[src/rtl/anton_neopixel_rx_pkg.sv]
// ---------------------------------------------------------------------------
// anton_neopixel_rx_pkg : shared defaults, state encoding and helpers for the
// NeoPixel receiver.  Rev 1.0
// ---------------------------------------------------------------------------
`default_nettype none

package anton_neopixel_rx_pkg;

  // Last pixel-buffer byte address; same default as the transmitter (256 RGB LEDs).
  localparam int C_BUFFER_END_DEFAULT       = 767;
  localparam int C_RX_GAP_TICKS_DEFAULT     = 320;
  localparam int C_RX_ONE_THRESHOLD_DEFAULT = 4;
  localparam int C_RX_MIN_HIGH_DEFAULT      = 2;
  localparam int C_RX_MAX_HIGH_DEFAULT      = 7;

  localparam logic [1:0] C_ST_SYNC = 2'd0;
  localparam logic [1:0] C_ST_IDLE = 2'd1;
  localparam logic [1:0] C_ST_HIGH = 2'd2;
  localparam logic [1:0] C_ST_LOW  = 2'd3;

  typedef enum logic [1:0] {
    ST_SYNC = C_ST_SYNC,
    ST_IDLE = C_ST_IDLE,
    ST_HIGH = C_ST_HIGH,
    ST_LOW  = C_ST_LOW
  } state_t;

  // Bit positions inside errFlags.
  localparam int C_ERR_GLITCH    = 0;
  localparam int C_ERR_LONG_HIGH = 1;
  localparam int C_ERR_OVERFLOW  = 2;
  localparam int C_ERR_PARTIAL   = 3;

  function automatic logic [15:0] sat_inc16(input logic [15:0] v);
    return (v == 16'hFFFF) ? v : v + 16'd1;
  endfunction

endpackage

`default_nettype wire

[src/rtl/anton_neopixel_rx_if.sv]
// ---------------------------------------------------------------------------
// anton_neopixel_rx_if : line input, control and write-stream outputs of the
// receiver.  NEO_RX_STATS_EN adds the statistics counters.  Rev 1.0
// ---------------------------------------------------------------------------
`default_nettype none

interface anton_neopixel_rx_if;
  logic        neoDataIn;
  logic        errClear;
  logic [13:0] rxAddr;
  logic [7:0]  rxData;
  logic        rxWrite;
  logic        frameDone;
  logic [13:0] frameBytes;
  logic        busy;
  logic [3:0]  errFlags;
`ifdef NEO_RX_STATS_EN
  logic [15:0] frameCount;
  logic [15:0] errCount;

  modport master (
    output neoDataIn, errClear,
    input  rxAddr, rxData, rxWrite, frameDone, frameBytes, busy, errFlags,
    input  frameCount, errCount
  );
  modport slave (
    input  neoDataIn, errClear,
    output rxAddr, rxData, rxWrite, frameDone, frameBytes, busy, errFlags,
    output frameCount, errCount
  );
`else
  modport master (
    output neoDataIn, errClear,
    input  rxAddr, rxData, rxWrite, frameDone, frameBytes, busy, errFlags
  );
  modport slave (
    input  neoDataIn, errClear,
    output rxAddr, rxData, rxWrite, frameDone, frameBytes, busy, errFlags
  );
`endif
endinterface

`default_nettype wire

[src/rtl/anton_neopixel_rx_sync.sv]
// ---------------------------------------------------------------------------
// anton_neopixel_rx_sync : two-flop synchroniser plus previous-level register
// giving the settled line level and single-cycle rise/fall flags.  Rev 1.0
// ---------------------------------------------------------------------------
`default_nettype none

module anton_neopixel_rx_sync (
  input  logic clk6_4mhz,
  input  logic reset,
  input  logic din,
  output logic level,
  output logic rise,
  output logic fall
);

  logic r_meta;
  logic r_sync;
  logic r_prev;

  always_ff @(posedge clk6_4mhz) begin
    if (reset) begin
      r_meta <= 1'b0;
      r_sync <= 1'b0;
      r_prev <= 1'b0;
    end else begin
      r_meta <= din;
      r_sync <= r_meta;
      r_prev <= r_sync;
    end
  end

  assign level = r_sync;
  assign rise  = r_sync & ~r_prev;
  assign fall  = ~r_sync & r_prev;

endmodule

`default_nettype wire

[src/rtl/anton_neopixel_rx.sv]
// ---------------------------------------------------------------------------
// anton_neopixel_rx : decodes the NeoPixel line by high-pulse width into an
// MSB-first byte write stream; NEO_RX_STATS_EN adds frame/error counters.  Rev 1.0
// ---------------------------------------------------------------------------
`default_nettype none

module anton_neopixel_rx
  import anton_neopixel_rx_pkg::*;
#(
  parameter int BUFFER_END    = C_BUFFER_END_DEFAULT,
  parameter int RX_GAP_TICKS  = C_RX_GAP_TICKS_DEFAULT,
  parameter int ONE_THRESHOLD = C_RX_ONE_THRESHOLD_DEFAULT,
  parameter int MIN_HIGH      = C_RX_MIN_HIGH_DEFAULT,
  parameter int MAX_HIGH      = C_RX_MAX_HIGH_DEFAULT
) (
  input  logic               clk6_4mhz,
  input  logic               reset,
  anton_neopixel_rx_if.slave bus
);

  localparam logic [13:0] C_END      = 14'(BUFFER_END);
  localparam logic [13:0] C_ADDR_MAX = 14'h3FFF;
  localparam logic [15:0] C_GAP      = 16'(RX_GAP_TICKS);
  localparam logic [15:0] C_ONE      = 16'(ONE_THRESHOLD);
  localparam logic [15:0] C_MIN      = 16'(MIN_HIGH);
  localparam logic [15:0] C_LONG     = 16'(MAX_HIGH + 1);

  logic w_level, w_rise, w_fall;

  anton_neopixel_rx_sync u_sync (
    .clk6_4mhz (clk6_4mhz),
    .reset     (reset),
    .din       (bus.neoDataIn),
    .level     (w_level),
    .rise      (w_rise),
    .fall      (w_fall)
  );

  state_t      r_state,       w_state;
  logic [15:0] r_high_cnt,    w_high_cnt;
  logic [15:0] r_low_cnt,     w_low_cnt;
  logic [2:0]  r_bit_idx,     w_bit_idx;
  logic [7:0]  r_shift,       w_shift;
  logic [13:0] r_rx_addr,     w_rx_addr;
  logic [7:0]  r_rx_data,     w_rx_data;
  logic        r_rx_write,    w_rx_write;
  logic        r_frame_done,  w_frame_done;
  logic [13:0] r_frame_bytes, w_frame_bytes;
  logic [13:0] r_byte_cnt,    w_byte_cnt;
  logic        r_byte_done,   w_byte_done;
  logic [3:0]  r_err_flags,   w_err_flags;
  logic [3:0]  w_err_new;
  logic        w_new_bit;
  logic [7:0]  w_byte;

  always_comb begin
    w_state       = r_state;
    w_high_cnt    = r_high_cnt;
    w_low_cnt     = r_low_cnt;
    w_bit_idx     = r_bit_idx;
    w_shift       = r_shift;
    w_rx_addr     = r_rx_addr;
    w_rx_data     = r_rx_data;
    w_rx_write    = 1'b0;
    w_frame_done  = 1'b0;
    w_frame_bytes = r_frame_bytes;
    w_byte_cnt    = r_byte_cnt;
    w_byte_done   = 1'b0;
    w_err_new     = 4'b0000;
    w_new_bit     = (r_high_cnt >= C_ONE);
    w_byte        = {r_shift[6:0], w_new_bit};

    // The address advances only after the strobe cycle, so rxAddr stays valid with rxWrite.
    if (r_byte_done) begin
      if ((r_rx_addr <= C_END) && (r_rx_addr != C_ADDR_MAX)) w_rx_addr = r_rx_addr + 14'd1;
      if (r_byte_cnt != C_ADDR_MAX) w_byte_cnt = r_byte_cnt + 14'd1;
    end

    case (r_state)
      ST_SYNC: begin
        if (w_level) begin
          w_low_cnt = 16'd0;
        end else begin
          w_low_cnt = sat_inc16(r_low_cnt);
          if (w_low_cnt == C_GAP) w_state = ST_IDLE;
        end
      end
      ST_IDLE: begin
        if (w_rise) begin
          w_state    = ST_HIGH;
          w_high_cnt = 16'd1;
          w_bit_idx  = 3'd0;
          w_rx_addr  = 14'd0;
          w_byte_cnt = 14'd0;
        end
      end
      ST_HIGH: begin
        if (w_fall) begin
          w_low_cnt = 16'd1;
          if (r_high_cnt < C_MIN) begin
            w_err_new[C_ERR_GLITCH] = 1'b1;
            w_state                 = ST_SYNC;
          end else begin
            w_state   = ST_LOW;
            w_shift   = w_byte;
            w_bit_idx = r_bit_idx + 3'd1;
            if (r_bit_idx == 3'd7) begin
              w_rx_data   = w_byte;
              w_byte_done = 1'b1;
              if (r_rx_addr <= C_END) w_rx_write = 1'b1;
              else                    w_err_new[C_ERR_OVERFLOW] = 1'b1;
            end
          end
        end else begin
          w_high_cnt = sat_inc16(r_high_cnt);
          if (w_high_cnt == C_LONG) begin
            w_err_new[C_ERR_LONG_HIGH] = 1'b1;
            w_state                    = ST_SYNC;
            w_low_cnt                  = 16'd0;
          end
        end
      end
      ST_LOW: begin
        if (w_rise) begin
          w_state    = ST_HIGH;
          w_high_cnt = 16'd1;
        end else begin
          w_low_cnt = sat_inc16(r_low_cnt);
          if (w_low_cnt == C_GAP) begin
            w_frame_done  = 1'b1;
            w_frame_bytes = w_byte_cnt;
            w_state       = ST_IDLE;
            if (r_bit_idx != 3'd0) begin
              w_err_new[C_ERR_PARTIAL] = 1'b1;
              w_bit_idx                = 3'd0;
            end
          end
        end
      end
      default: w_state = ST_SYNC;
    endcase

    w_err_flags = (bus.errClear ? 4'b0000 : r_err_flags) | w_err_new;
  end

  always_ff @(posedge clk6_4mhz) begin
    if (reset) begin
      r_state       <= ST_SYNC;
      r_high_cnt    <= 16'd0;
      r_low_cnt     <= 16'd0;
      r_bit_idx     <= 3'd0;
      r_shift       <= 8'd0;
      r_rx_addr     <= 14'd0;
      r_rx_data     <= 8'd0;
      r_rx_write    <= 1'b0;
      r_frame_done  <= 1'b0;
      r_frame_bytes <= 14'd0;
      r_byte_cnt    <= 14'd0;
      r_byte_done   <= 1'b0;
      r_err_flags   <= 4'b0000;
    end else begin
      r_state       <= w_state;
      r_high_cnt    <= w_high_cnt;
      r_low_cnt     <= w_low_cnt;
      r_bit_idx     <= w_bit_idx;
      r_shift       <= w_shift;
      r_rx_addr     <= w_rx_addr;
      r_rx_data     <= w_rx_data;
      r_rx_write    <= w_rx_write;
      r_frame_done  <= w_frame_done;
      r_frame_bytes <= w_frame_bytes;
      r_byte_cnt    <= w_byte_cnt;
      r_byte_done   <= w_byte_done;
      r_err_flags   <= w_err_flags;
    end
  end

  assign bus.rxAddr     = r_rx_addr;
  assign bus.rxData     = r_rx_data;
  assign bus.rxWrite    = r_rx_write;
  assign bus.frameDone  = r_frame_done;
  assign bus.frameBytes = r_frame_bytes;
  assign bus.busy       = (r_state == ST_HIGH) || (r_state == ST_LOW);
  assign bus.errFlags   = r_err_flags;

`ifdef NEO_RX_STATS_EN
  logic [15:0] r_frame_count;
  logic [15:0] r_err_count;

  always_ff @(posedge clk6_4mhz) begin
    if (reset) begin
      r_frame_count <= 16'd0;
      r_err_count   <= 16'd0;
    end else begin
      if (w_frame_done) r_frame_count <= r_frame_count + 16'd1;
      if (|w_err_new)   r_err_count   <= r_err_count + 16'd1;
    end
  end

  assign bus.frameCount = r_frame_count;
  assign bus.errCount   = r_err_count;
`endif

endmodule

`default_nettype wire

[src/flat_wrapper.sv]
// flat-port wrapper written by rule: the top's interface ports become plain ports
module anton_neopixel_rx_flat import anton_neopixel_rx_pkg::*;
#(
  parameter int BUFFER_END    = C_BUFFER_END_DEFAULT,
  parameter int RX_GAP_TICKS  = C_RX_GAP_TICKS_DEFAULT,
  parameter int ONE_THRESHOLD = C_RX_ONE_THRESHOLD_DEFAULT,
  parameter int MIN_HIGH      = C_RX_MIN_HIGH_DEFAULT,
  parameter int MAX_HIGH      = C_RX_MAX_HIGH_DEFAULT
)
  (clk6_4mhz, reset, bus_neoDataIn, bus_errClear, bus_rxAddr, bus_rxData, bus_rxWrite, bus_frameDone, bus_frameBytes, bus_busy, bus_errFlags);
  anton_neopixel_rx_if bus_i ();
  input  logic clk6_4mhz;
  input  logic reset;
  input wire logic [$bits(bus_i.neoDataIn)-1:0] bus_neoDataIn;
  input wire logic [$bits(bus_i.errClear)-1:0] bus_errClear;
  output wire logic [$bits(bus_i.rxAddr)-1:0] bus_rxAddr;
  output wire logic [$bits(bus_i.rxData)-1:0] bus_rxData;
  output wire logic [$bits(bus_i.rxWrite)-1:0] bus_rxWrite;
  output wire logic [$bits(bus_i.frameDone)-1:0] bus_frameDone;
  output wire logic [$bits(bus_i.frameBytes)-1:0] bus_frameBytes;
  output wire logic [$bits(bus_i.busy)-1:0] bus_busy;
  output wire logic [$bits(bus_i.errFlags)-1:0] bus_errFlags;
  assign bus_i.neoDataIn = bus_neoDataIn;
  assign bus_i.errClear = bus_errClear;
  assign bus_rxAddr = bus_i.rxAddr;
  assign bus_rxData = bus_i.rxData;
  assign bus_rxWrite = bus_i.rxWrite;
  assign bus_frameDone = bus_i.frameDone;
  assign bus_frameBytes = bus_i.frameBytes;
  assign bus_busy = bus_i.busy;
  assign bus_errFlags = bus_i.errFlags;
  anton_neopixel_rx #(.BUFFER_END(BUFFER_END), .RX_GAP_TICKS(RX_GAP_TICKS), .ONE_THRESHOLD(ONE_THRESHOLD), .MIN_HIGH(MIN_HIGH), .MAX_HIGH(MAX_HIGH)) u_core (.clk6_4mhz(clk6_4mhz), .reset(reset), .bus(bus_i));
endmodule
[config.mk]
export PLATFORM = sky130hd
export DESIGN_NAME = anton_neopixel_rx_flat
export DESIGN_NICKNAME = d
export VERILOG_FILES = /design/src/rtl/anton_neopixel_rx_pkg.sv /design/src/rtl/anton_neopixel_rx_if.sv /design/src/rtl/anton_neopixel_rx_sync.sv /design/src/rtl/anton_neopixel_rx.sv /design/src/flat_wrapper.sv
export SDC_FILE = /design/constraint.sdc
export NUM_CORES = 1
export LEC_CHECK = 0
export BUFFER_PORTS_ARGS = -buffer_cell sky130_fd_sc_hd__buf_4
export CAP_MARGIN = 20
export CORE_MARGIN = 3
export CORE_UTILIZATION = 30
export CTS_BUF_LIST = sky130_fd_sc_hd__clkbuf_8
export DETAILED_ROUTE_END_ITERATION = 6
export GPL_ROUTABILITY_DRIVEN = 0
export PLACE_DENSITY_LB_ADDON = 0.3
export SLEW_MARGIN = 5
export SYNTH_ARGS = -nofsm -noshare
export SYNTH_HDL_FRONTEND = slang
export SYNTH_HIERARCHICAL = 1
export SYNTH_SLANG_ARGS = --single-unit
[constraint.sdc]
create_clock -name clk6_4mhz -period 3 [get_ports clk6_4mhz]
set_clock_uncertainty 0.2 [all_clocks]
set_input_delay 0.75 -clock clk6_4mhz [delete_from_list [all_inputs] [get_ports clk6_4mhz]]
set_output_delay 0.75 -clock clk6_4mhz [all_outputs]
set_load 0.03 [all_outputs]
* After elaboration in Yosys (flattened, before gate mapping)
Index checks and enable logic that the tools add are counted.
** Cells by class
- $lt $le $gt $ge :: 3
- $add $sub $neg :: 5
- Div/mod/pow operators :: 0
- Bitwise gates (word level) :: 11
- Multiply operators :: 0
- Equality and inequality tests :: 20
- Reductions and logical operators :: 18
- Multiplexer cells :: 50
- Shifts and indexed selects :: 0
** Operators by type and width (number)
- two-way mux 16 bit :: 8
- two-way mux 14 bit :: 8
- case mux 16 bit (3 select lines) :: 1
- adder 16 x 1 -> 16 bit (second input constant) :: 2
- == test 16 bit (second input constant) :: 2
- case mux 16 bit (2 select lines) :: 1
- adder 14 x 1 -> 14 bit (second input constant) :: 2
- inequality test 14 bit (second input constant) :: 2
- two-way mux 3 bit :: 7
- == test 16 x 4 -> 1 bit (second input constant) :: 1
- == test 16 x 9 -> 1 bit (second input constant) :: 1
- greater-or-equal comparator 16 x 3 -> 1 bit (second input constant) :: 1
- < comparator 16 x 2 -> 1 bit (second input constant) :: 1
- two-way mux 1 bit :: 15
- AND reduction 3 bit :: 5
- <= comparator 14 x 10 -> 1 bit (second input constant) :: 1
- two-way mux 2 bit :: 7
- inequality test 2 bit (second input constant) :: 6
- case mux 3 bit (3 select lines) :: 1
- nonzero test 3 bit :: 3
- NOT 1 bit :: 8
- case mux 2 bit (4 select lines) :: 1
- AND reduction 7 bit :: 1
- inequality test 2 x 1 -> 1 bit (second input constant) :: 3
- 17 further kinds :: 19
** Word-level totals
- Input bits :: 4
- Word-level logic and storage cells :: 123
- RAM bits :: 0
- Output and inout bits :: 43
- Memories kept :: 0
- Flip-flop bits (word level) :: 104
- ROM bits :: 0
- Latch bits :: 0

* Depth between registers and ports, before layout
Gate-level depths: netlist of run 1.
- Depth in word-level cells :: 7
- Depth in mapped cells :: 11
- Mapped depth without buffers :: 9

* Cells and area by module
Netlist of run 1, hierarchy kept.
** Modules (own cells, without submodules)
- anton_neopixel_rx :: sequential area each 2021.9 um2, cells each 649, area each 5332.6 um2, instances 1
- anton_neopixel_rx_sync :: sequential area each 60.1 um2, cells each 8, area each 91.3 um2, instances 1

* Least setup slack after synthesis of run 1
OpenSTA, ideal clock, no wires.
- Path type :: register -> register
- From :: register u_core.r_high_cnt[0]
- To :: register u_core.r_low_cnt[15]
- Cell stages (with the launch flop) :: 11
- Data arrival time :: 2.810 ns
- Path buffers :: 1
- Clock period less this slack :: 3.080 ns
- Path slack :: -0.080 ns
- Setup time :: 0.070 ns
- Data required time :: 2.730 ns
- Path through :: dfxtp_1 -> ha_1 -> and3_1 -> clkbuf_2 -> nand2_1 -> nor3_1 -> a2111o_1 -> or4_4 -> a21o_1 -> or3_1 -> a21oi_1
** On the way
- Cells in the longest elaborated chain, start to end :: 5
- Elaborated cells on any way between the ends :: 6
- Classes of those cells :: 1 x add/sub; 3 x eq/ne; 1 x mux; 1 x reduce/logical
** RTL lines
- start, declared :: line anton_neopixel_rx.sv:40 : logic [15:0] r_high_cnt, w_high_cnt;
- start signal, assigned :: line anton_neopixel_rx.sv:163 : r_high_cnt <= w_high_cnt;
- adder 16 x 1 -> 16 bit / == test 16 bit (equally long branches) :: line anton_neopixel_rx_pkg.sv:35 : return (v == 16'hFFFF) ? v : v + 16'd1;
- two-way mux 16 bit * :: line anton_neopixel_rx_pkg.sv:35
- == test 16 x 4 -> 1 bit * :: line anton_neopixel_rx.sv:116 : if (w_high_cnt == C_LONG) begin
- inequality test 3 x 2 -> 1 bit (no source line) *
- AND reduction 3 bit (no source line) *
- end signal, assigned :: line anton_neopixel_rx.sv:164 : r_low_cnt <= w_low_cnt;
- end, declared :: line anton_neopixel_rx.sv:41 : logic [15:0] r_low_cnt, w_low_cnt;
Every way passes the cells marked *; elsewhere a longest branch is shown, timed or not.
A chain may end at the register's enable or synchronous reset.

* Worst setup path after layout of run 1
- From :: register u_core.r_high_cnt[3]
- To :: register u_core.r_low_cnt[15]
Same word-level chain as after synthesis.

==> flow_summary.yaml, run 1 <==
status:
  status: "finished clean"
synthesis:
  async_flop_share_pct: 0
  yosys-top-cells-area: "dfxtp_1 38%, nor2_1 5.5%, nand2_1 4.6%, a21oi_1 4.0%, mux2i_1 3.5%"
  yosysTopAreaCell: "dfxtp_1"
  synthesis.area_mm2: 0.00542
  yosysSeqAreaShare_pct: 38.4
  yosys_register_bits: 104
  yosys_warnings: 6
  syn_area_per_cell_um2: 8.26
  synthCells: 657
  synth_fp_nets: 674
  synthFlopType: "dfxtp_1"
  synth_cell_types: 74
  synth_edf_count: 0
  yosys.area.top_type_share_pct: 38.4
timing:
  whs_ns: 0.261
  slew_viol_final: 0
  period_needed_ns: 2.98
  setup_violations: 0
  hold_viol: 0
  max_freq_mhz: 336
  setup_slack_ns: 0.0207
  rsz0062_at_grt: "yes"
  post-route-period-util_pct: 99.3
  slew-limit-headroom_pct: 32.4
  worst_pin_slew_ns: 1.01
worst_setup_path:
  cp_slowest_cell: "or4_4"
  worst-path-max-fanout: 5
  critPathArrivalTime_ns: 3.10
  worst-path-buf-inv: 0
  required_ns: 3.12
  critical_path_class: "reg -> reg"
  cp_top_family: "simple AND/OR/NAND/NOR gates"
  start_kind: "register"
  cpPeakStageDelay_ns: 0.61
  crit_path_cell_trace: "nand4_4 > nor4_4 > mux2i_2 > o2111ai_2 > or4_4 > a21o_1 > or3_1 > a21oi_2"
  endpoint_kind: "register"
floorplan:
  die_height_um: 140
  die_area_mm2: 0.0197
  ioPinCount: 47
  start_util_pct: 31.0
  dieWidth_um: 140
  fp.coreArea_mm2: 0.0175
  num_rows: 48
hold_path:
  hold_class: "reg -> reg"
final_layout:
  num_antenna_cells: 0
  syn2layout_area_growth_pct: 24.7
  finalInstanceArea_mm2: 0.00676
  layout-drive-gt1-share_pct: 23.7
  final_nets: 762
  fin_cells: 975
clock_network:
  numCtsBuffers: 9
  postCtsHoldBufs: 0
  cts_num_sinks: 104
  cts_tree: "done"
  cts_buffer_depth: 2
  path_clk_slew_ns: 0.10
  clk_latency_ns: 0.38
  cts-root-buf: "clkbuf_8"
  ctsHtreeMaxLevel: 3
placement:
  port-buffer-count: 46
  hpwlAfterDp_mm: 10.2
  place_ws_ns: 0.00323
  dpl-instance-area_mm2: 0.00642
  dp_cells: 955
power:
  switchingPower_uw: 595
  p_per_area_mw_per_mm2: 347
  p_clk_share_pct: 37.8
  pwr-share-seq_pct: 59.0
  intPower_mw: 1.75
  peakVddDrop_mv: 0.242
  switching_share_pct: 25.3
  pwr-share-comb_pct: 3.3
  leakage_nw: 2.55
drt:
  vias: 5016
  drc_errors: 0
  antenna_left: 0
  wl_mm: 14.3
  via_per_inst: 5.14
  drt_pass1_iterations: 4
  routedWlPerCell_um: 14.7
  drtIter0Drc: 326
job:
  cap_violations: 0
global_route:
  grt.total_usage_pct: 14.1
  gr-total-overflow: 0
  grt_pass1_wl_mm: 23.2
  grt_pass1_vias: 4632
  antenna_found_initial: 0
  grt_max_degree: 80
## worst paths after layout
check	startpoint	to	slack, ns	cells after the start
worst min register to register	u_core/r_shift[6]	u_core/bus.rxData[7]	0.26	2
worst max register to register	u_core/r_high_cnt[3]	u_core/r_low_cnt[15]	0.02	8
worst min-delay path	u_core/r_shift[6]	u_core/bus.rxData[7]	0.26	2
worst max-delay path	u_core/r_high_cnt[3]	u_core/r_low_cnt[15]	0.02	8
## area by class of cell
type	instances	area (µm²)
fill	1781	10700
multi-input combinational	494	3190
sequential	104	2110
timing repair buffer	116	908
tap	225	282
clock buffer	10	138
inverter	20	75.1
clock inverter	6	62.6
## cell usage after synthesis (all sizes together), types with 6 or more instances
cell,instances
nand3,23
a21oi,44
clkbuf,23
nor3,22
xnor2,12
xor2,14
o21ai,13
inv,20
nor2,80
a211oi,18
nor4,12
dfxtp,104
buf,17
nand4,15
and3,10
ha,13
nor2b,12
mux2i,19
and4,6
o32ai,8
or3,14
and2,17
nand2,68
## cells by family (layout without fill, tap and decap cells)
| kind of cell | Yosys count | count (layout) | synth area share, % |
|---|---|---|---|
| DFF | 104 | 104 | 38.4 |
| xor gates and xnor gates | 26 | 26 | 4.20 |
| and+or+nand+nor | 297 | 298 | 28.3 |
| buffers and inverters | 60 | 152 | 4.78 |
| muxes | 20 | 20 | 3.71 |
| AOI/OAI and AO/OA | 137 | 137 | 17.6 |
| adders and majority gates | 13 | 13 | 3.00 |
## registers in the layout, summed over array words and instances (netlist names)
name,cells
u_core/r_high_cnt,16
u_core/r_low_cnt,16
u_core/bus.frameBytes,14
u_core/bus.rxAddr,14
u_core/r_byte_cnt,14
u_core/bus.rxData,8
u_core/r_shift,7
u_core/bus.errFlags,4
u_core/r_bit_idx,3
u_core/r_state,2
u_core/bus.frameDone,1
u_core/bus.rxWrite,1
u_core/r_byte_done,1
u_core/u_sync/level,1
u_core/u_sync/r_meta,1
u_core/u_sync/r_prev,1
## stage by stage
stage	setup TNS, ns	utilization [%]	total power [mW]
floorplan	0	-	1.47
global placement	0	36.8	1.50
detailed placement	0	36.8	1.50
CTS	0	38.0	2.40
global route	-0.751	38.7	2.45
finish	0	38.7	2.35
## routing by layer
layer	wire [µm]	part of all wire (%)	up-vias	track usage (%)
met3	718	5.0	14	3.38
met1	6760	47	2335	19.4
met5	0	0	-	0
met4	247	1.7	0	4.69
met2	6610	46	128	21.8
li1	-	-	2539	-
## what timing repair did
| item | in CTS | in global routing |
|---|---|---|
| setup buffers | 0 | 3 |
| endpoints found under the setup margin | 3 | 35 |
| cloned | 0 | 1 |
| pin swaps | 0 | 9 |
| resized for setup | 5 | 25 |
## cells in the final DEF, fill, tap and decap left out, types with 3 or more instances in the layout
master / Yosys / final
a211oi_1: 17 / 16
a21o_1: 4 / 4
a21oi_1: 43 / 42
a311oi_1: 5 / 5
a31oi_1: 5 / 5
a41oi_1: 5 / 5
and2_1: 17 / 17
and3_1: 10 / 9
and4_1: 6 / 5
buf_12: 0 / 3
buf_4: 5 / 113
clkbuf_8: 0 / 10
dfxtp_1: 104 / 91
dfxtp_2: 0 / 8
dfxtp_4: 0 / 5
ha_1: 13 / 12
inv_1: 20 / 20
mux2i_1: 19 / 18
nand2_1: 66 / 65
nand2_2: 2 / 3
nand2b_1: 4 / 4
nand3_1: 21 / 21
nand4_1: 13 / 13
nand4b_1: 3 / 3
nor2_1: 79 / 79
nor2b_1: 12 / 12
nor3_1: 21 / 20
nor4_1: 11 / 9
o21a_1: 5 / 5
o21ai_0: 13 / 13
o32ai_1: 8 / 8
or2_2: 3 / 3
or3_1: 14 / 14
xnor2_1: 12 / 12
xor2_1: 14 / 14
## worst min-delay path: stages, from the launching register on
cell and delay [ns]:
dfxtp_1 0.33, nand2_1 0.05, a21oi_1 0.05
## power groups by stage
| stage | clock (mW) | combinational [mW] | sequential, mW |
|---|---|---|---|
| final | 0.887 | 0.0767 | 1.38 |
| after global placement | 0 | 0.0754 | 1.42 |
| after global routing | 0.976 | 0.0844 | 1.39 |
| after CTS | 0.933 | 0.0752 | 1.39 |
| after floorplan | 0 | 0.0441 | 1.42 |
| after detailed placement | 0 | 0.0750 | 1.42 |
No activity file was read; power rests on OpenSTA's default activity.
==> run 2, diff against run 1 <==
--- a/config.mk
+++ b/config.mk
@@ -8,7 +8,7 @@
 export BUFFER_PORTS_ARGS = -buffer_cell sky130_fd_sc_hd__buf_4
 export CAP_MARGIN = 20
 export CORE_MARGIN = 3
-export CORE_UTILIZATION = 30
+export CORE_UTILIZATION = 52
 export CTS_BUF_LIST = sky130_fd_sc_hd__clkbuf_8
 export DETAILED_ROUTE_END_ITERATION = 6
 export GPL_ROUTABILITY_DRIVEN = 0
==> flow_summary.yaml, run 2 (same netlist as run 1, synthesis figures left out) <==
timing:
  post-route-period-util_pct: 99.5
  fin_tns_setup_ns: 0
  setup_slack_ns: 0.0160
  setup_violations: 0
  max_freq_mhz: 335
  rsz0062_at_grt: "yes"
  hold_viol: 0
  worst_pin_slew_ns: 0.745
  whs_ns: 0.261
  slew_viol_final: 0
  slew-limit-headroom_pct: 50.3
  period_needed_ns: 2.98
clock_network:
  ctsHtreeMaxLevel: 3
  cts_tree: "done"
  clk_latency_ns: 0.38
  cts_buffer_depth: 2
  postCtsHoldBufs: 0
  cts-root-buf: "clkbuf_8"
  numCtsBuffers: 9
  path_clk_slew_ns: 0.10
  cts_num_sinks: 104
floorplan:
  fp.coreArea_mm2: 0.00995
  die_area_mm2: 0.0117
  die_height_um: 108
  start_util_pct: 54.5
  dieWidth_um: 108
  num_rows: 36
  ioPinCount: 47
final_layout:
  final_cell_mix: "103 x buf_4, 90 x dfxtp_1, 78 x nor2_1"
  multiInputGateArea_mm2: 0.00327
  fin_cells: 873
  layout.area.seq_mm2: 0.00212
  num_antenna_cells: 0
  mostFrequentLayoutCell: "buf_4"
  layout-drive-gt1-share_pct: 23.9
  syn2layout_area_growth_pct: 23.0
  finalInstanceArea_mm2: 0.00667
  fillers: 804
  final_nets: 752
  top_regs: "u_core/r_high_cnt (16), u_core/r_low_cnt (16)"
drt:
  drtIter0Drc: 405
  antenna_left: 0
  drt_pass1_iterations: 5
  vias: 5263
  via_per_inst: 6.03
  wl_mm: 14.1
  drc_errors: 0
  routedWlPerCell_um: 16.1
worst_setup_path:
  start_kind: "register"
  timing.rr.start: "u_core/r_high_cnt[12]"
  worst-path-max-fanout: 7
  critPathArrivalTime_ns: 3.08
  required_ns: 3.10
  rr_worst_depth: 9
  r2r-end: "u_core/r_low_cnt[10]"
  endpoint_kind: "register"
  rrSetupSlack_ns: 0.02
  critical_path_class: "reg -> reg"
  cp-startpoint: "u_core/r_high_cnt[12]"
power:
  peakVddDrop_mv: 0.277
  p_per_area_mw_per_mm2: 369
  leakage_nw: 2.55
placement:
  dpl-instance-area_mm2: 0.00622
  dp_cells: 854
  hpwlAfterDp_mm: 9.76
  place_ws_ns: -0.0298
  port-buffer-count: 46
global_route:
  grt_pass1_vias: 5064
  grt_max_degree: 57
  grt_pass1_wl_mm: 23.3
  antenna_found_initial: 0
  gr-total-overflow: 0
  grt.total_usage_pct: 24.1
hold_path:
  hp-start: "u_core/u_sync/r_meta"
  holdPathEnd: "u_core/u_sync/level"
  hold_class: "reg -> reg"
  hold_path_depth: 1
job:
  cap_violations: 0
status:
  status: "finished clean"
[run 2: cell count changes in the layout (fill, tap and decap cells not counted), sizes merged]
cell      previous run  this run
clkinvlp             2         0
buf                116       106
inv                 23        24
bufinv               0         2
clkbuf              10         9
[run 2: worst max-delay path by stage]
stage	endpoint	slack, ns	cells past startpoint
detailed placement	u_core/r_state[1]	-0.03	8
global placement	u_core/r_state[1]	0.07	9
global route	u_core/r_state[1]	-0.06	9
floorplan	u_core/r_low_cnt[15]	0.03	9
CTS	u_core/r_low_cnt[15]	0.01	9
finish	u_core/r_low_cnt[10]	0.02	9
[run 2: cell type report]
cell class,instances,area share (%)
clock inverter,7,1.56
multi-input combinational,494,49.0
inverter,20,1.12
clock buffer,9,1.86
sequential,104,31.8
tap,133,2.49
timing repair buffer,106,12.2
[run 2: repair_timing]
action,CTS,global route
pin swaps,3,18
buffers inserted,0,2
gates cloned,1,0
setup endpoints to repair,9,44
gates resized for setup,11,40
[run 2: layer usage]
layer	vias up	GRT usage (%)	part of all wire [%]
met5	-	0	0
met4	0	11.0	2.7
met3	36	3.76	5.6
met2	182	39.7	47
met1	2520	31.0	44
li1	2525	-	-
[run 2: worst max-delay path, cell delays in order, from the launching register on]
cell and delay, ns:
dfxtp_2 0.42, nand2_2 0.18, nor3_4 0.25, nand3_2 0.10, a2111o_1 0.45, or4_4 0.61
a211oi_1 0.31, buf_4 0.17, a31oi_1 0.07, nor3_1 0.15
[run 2: per-stage QoR]
stage / util, % / power, mW
floorplan: - / 1.47
global placement: 62.5 / 1.49
detailed placement: 62.5 / 1.49
CTS: 65.1 / 2.48
global route: 67.0 / 2.53
finish: 67.0 / 2.46
[run 2: power by group]
group | leakage [nW] | switching (mW) | internal (mW)
sequential | 0.848 | 0.00452 | 1.38
clock | 0.119 | 0.524 | 0.484
combinational | 1.59 | 0.0497 | 0.0234
total | 2.55 | 0.578 | 1.88
==> run 3, diff against run 2 <==
--- a/config.mk
+++ b/config.mk
@@ -9,10 +9,10 @@
 export CAP_MARGIN = 20
 export CORE_MARGIN = 3
 export CORE_UTILIZATION = 52
-export CTS_BUF_LIST = sky130_fd_sc_hd__clkbuf_8
 export DETAILED_ROUTE_END_ITERATION = 6
 export GPL_ROUTABILITY_DRIVEN = 0
 export PLACE_DENSITY_LB_ADDON = 0.3
+export RECOVER_POWER = 100
 export SLEW_MARGIN = 5
 export SYNTH_ARGS = -nofsm -noshare
 export SYNTH_HDL_FRONTEND = slang
==> flow_summary.yaml, run 3 (same netlist as run 1, synthesis figures left out) <==
global_route:
  grt_pass1_wl_mm: 23.3
  grt_max_degree: 57
  antenna_found_initial: 0
  gr-total-overflow: 0
  grt.total_usage_pct: 24.1
  grt_pass1_vias: 5064
drt:
  via_per_inst: 6.03
  routedWlPerCell_um: 16.1
  drt_pass1_iterations: 6
  wl_mm: 14.1
  antenna_left: 0
  wl_met2_mm: 6.55
  drtIter0Drc: 389
  drc_errors: 0
  route.met3.wl_um: 756
  routed.top_layer: "met4"
  met1_length_mm: 6.27
  vias: 5266
final_layout:
  fillers: 847
  multiInputGateArea_mm2: 0.00327
  layout.area.seq_mm2: 0.00212
  num_antenna_cells: 0
  top_regs: "u_core/r_high_cnt (16), u_core/r_low_cnt (16)"
  mostFrequentLayoutCell: "dfxtp_1"
  syn2layout_area_growth_pct: 20.1
  layout-drive-gt1-share_pct: 18.2
  final_nets: 752
  final_cell_mix: "90 x dfxtp_1, 78 x nor2_1, 65 x nand2_1"
clock_network:
  cts_tree: "done"
  cts_num_sinks: 104
  postCtsHoldBufs: 0
  cts-root-buf: "clkbuf_8"
  path_clk_slew_ns: 0.10
  clk_latency_ns: 0.38
  numCtsBuffers: 9
  ctsHtreeMaxLevel: 3
  cts_buffer_depth: 2
placement:
  place_ws_ns: -0.0298
  hpwlAfterDp_mm: 9.76
  port-buffer-count: 46
timing:
  hold_viol: 0
  setup_slack_ns: 0.0270
  period_needed_ns: 2.97
  rsz0062_at_grt: "yes"
  fin_tns_setup_ns: 0
  setup_violations: 0
  max_freq_mhz: 336
  slew-limit-headroom_pct: 50.3
  post-route-period-util_pct: 99.1
  slew_viol_final: 0
  worst_pin_slew_ns: 0.745
worst_setup_path:
  rr_worst_depth: 9
  timing.rr.start: "u_core/r_high_cnt[12]"
  start_kind: "register"
  cp-startpoint: "u_core/r_high_cnt[12]"
  rrSetupSlack_ns: 0.03
  endpoint_kind: "register"
  required_ns: 3.10
  critical_path_class: "reg -> reg"
  critPathArrivalTime_ns: 3.07
  worst-path-max-fanout: 7
  worstSetupEndpoint: "u_core/r_low_cnt[10]"
  r2r-end: "u_core/r_low_cnt[10]"
status:
  status: "finished clean"
hold_path:
  hp-start: "u_core/u_sync/r_meta"
  hold_class: "reg -> reg"
floorplan:
  dieWidth_um: 108
  die_area_mm2: 0.0117
  die_height_um: 108
  fp.coreArea_mm2: 0.00995
  start_util_pct: 54.5
  num_rows: 36
  ioPinCount: 47
power:
  peakVddDrop_mv: 0.274
  leakage_nw: 2.36
  p_per_area_mw_per_mm2: 378
job:
  cap_violations: 0
[run 3: final cells by class]
| cell class | count | area share [%] |
|---|---|---|
| sequential | 104 | 32.6 |
| tap | 133 | 2.55 |
| timing repair buffer | 106 | 10.1 |
| multi-input combinational | 494 | 50.2 |
| clock buffer | 10 | 1.96 |
| clock inverter | 6 | 1.54 |
| inverter | 20 | 1.15 |
[run 3: timing repair]
item	CTS	global route
resized for setup	11	40
setup buffers	0	2
cloned	1	0
endpoints found under the setup margin	9	44
pin swaps	3	18
[run 3: stage by stage]
| step | utilization, % | instances | cell area, µm² | hold slack, ns | total power, mW |
|---|---|---|---|---|---|
| 3_5_place_dp | 62.5 | 854 | 6220 | 0.247 | 1.49 |
| 3_3_place_gp | 62.5 | 854 | 6220 | 0.249 | 1.49 |
| 6_report | 65.4 | 873 | 6510 | 0.260 | 2.46 |
| 2_1_floorplan | - | 657 | 5440 | 0.214 | 1.47 |
| 4_1_cts | 65.1 | 871 | 6480 | 0.262 | 2.49 |
| 5_1_grt | 65.4 | 873 | 6510 | 0.288 | 2.54 |
[run 3: worst min path at each step]
stage / end / slack [ns] / cells after the start
after floorplan: u_core/u_sync/level / 0.21 / 1
after CTS: u_core/bus.rxData[4] / 0.26 / 2
final: u_core/u_sync/level / 0.26 / 1
after global routing: u_core/u_sync/level / 0.29 / 1
after detailed placement: u_core/bus.rxData[4] / 0.25 / 2
after global placement: u_core/bus.rxData[4] / 0.25 / 2
[run 3: worst max-delay path, stage by stage (launching register included)]
cell and delay (ns):
dfxtp_2 0.42, nand2_2 0.18, nor3_4 0.25, nand3_2 0.10
a2111o_1 0.45, or4_4 0.61, a211oi_1 0.30, buf_4 0.17
a31oi_1 0.07, nor3_1 0.15
[run 3: per-layer routing]
| metal | vias up | global-route usage, % |
|---|---|---|
| met5 | - | 0 |
| met4 | 0 | 11.0 |
| met3 | 50 | 3.76 |
| met2 | 190 | 39.7 |
| met1 | 2494 | 31.0 |
| li1 | 2532 | - |
[run 3: where the power goes]
group	switching [mW]	internal (mW)	leakage, nW
Sequential	0.00448	1.38	0.848
Clock	0.525	0.487	0.115
Combinational	0.0491	0.0233	1.40
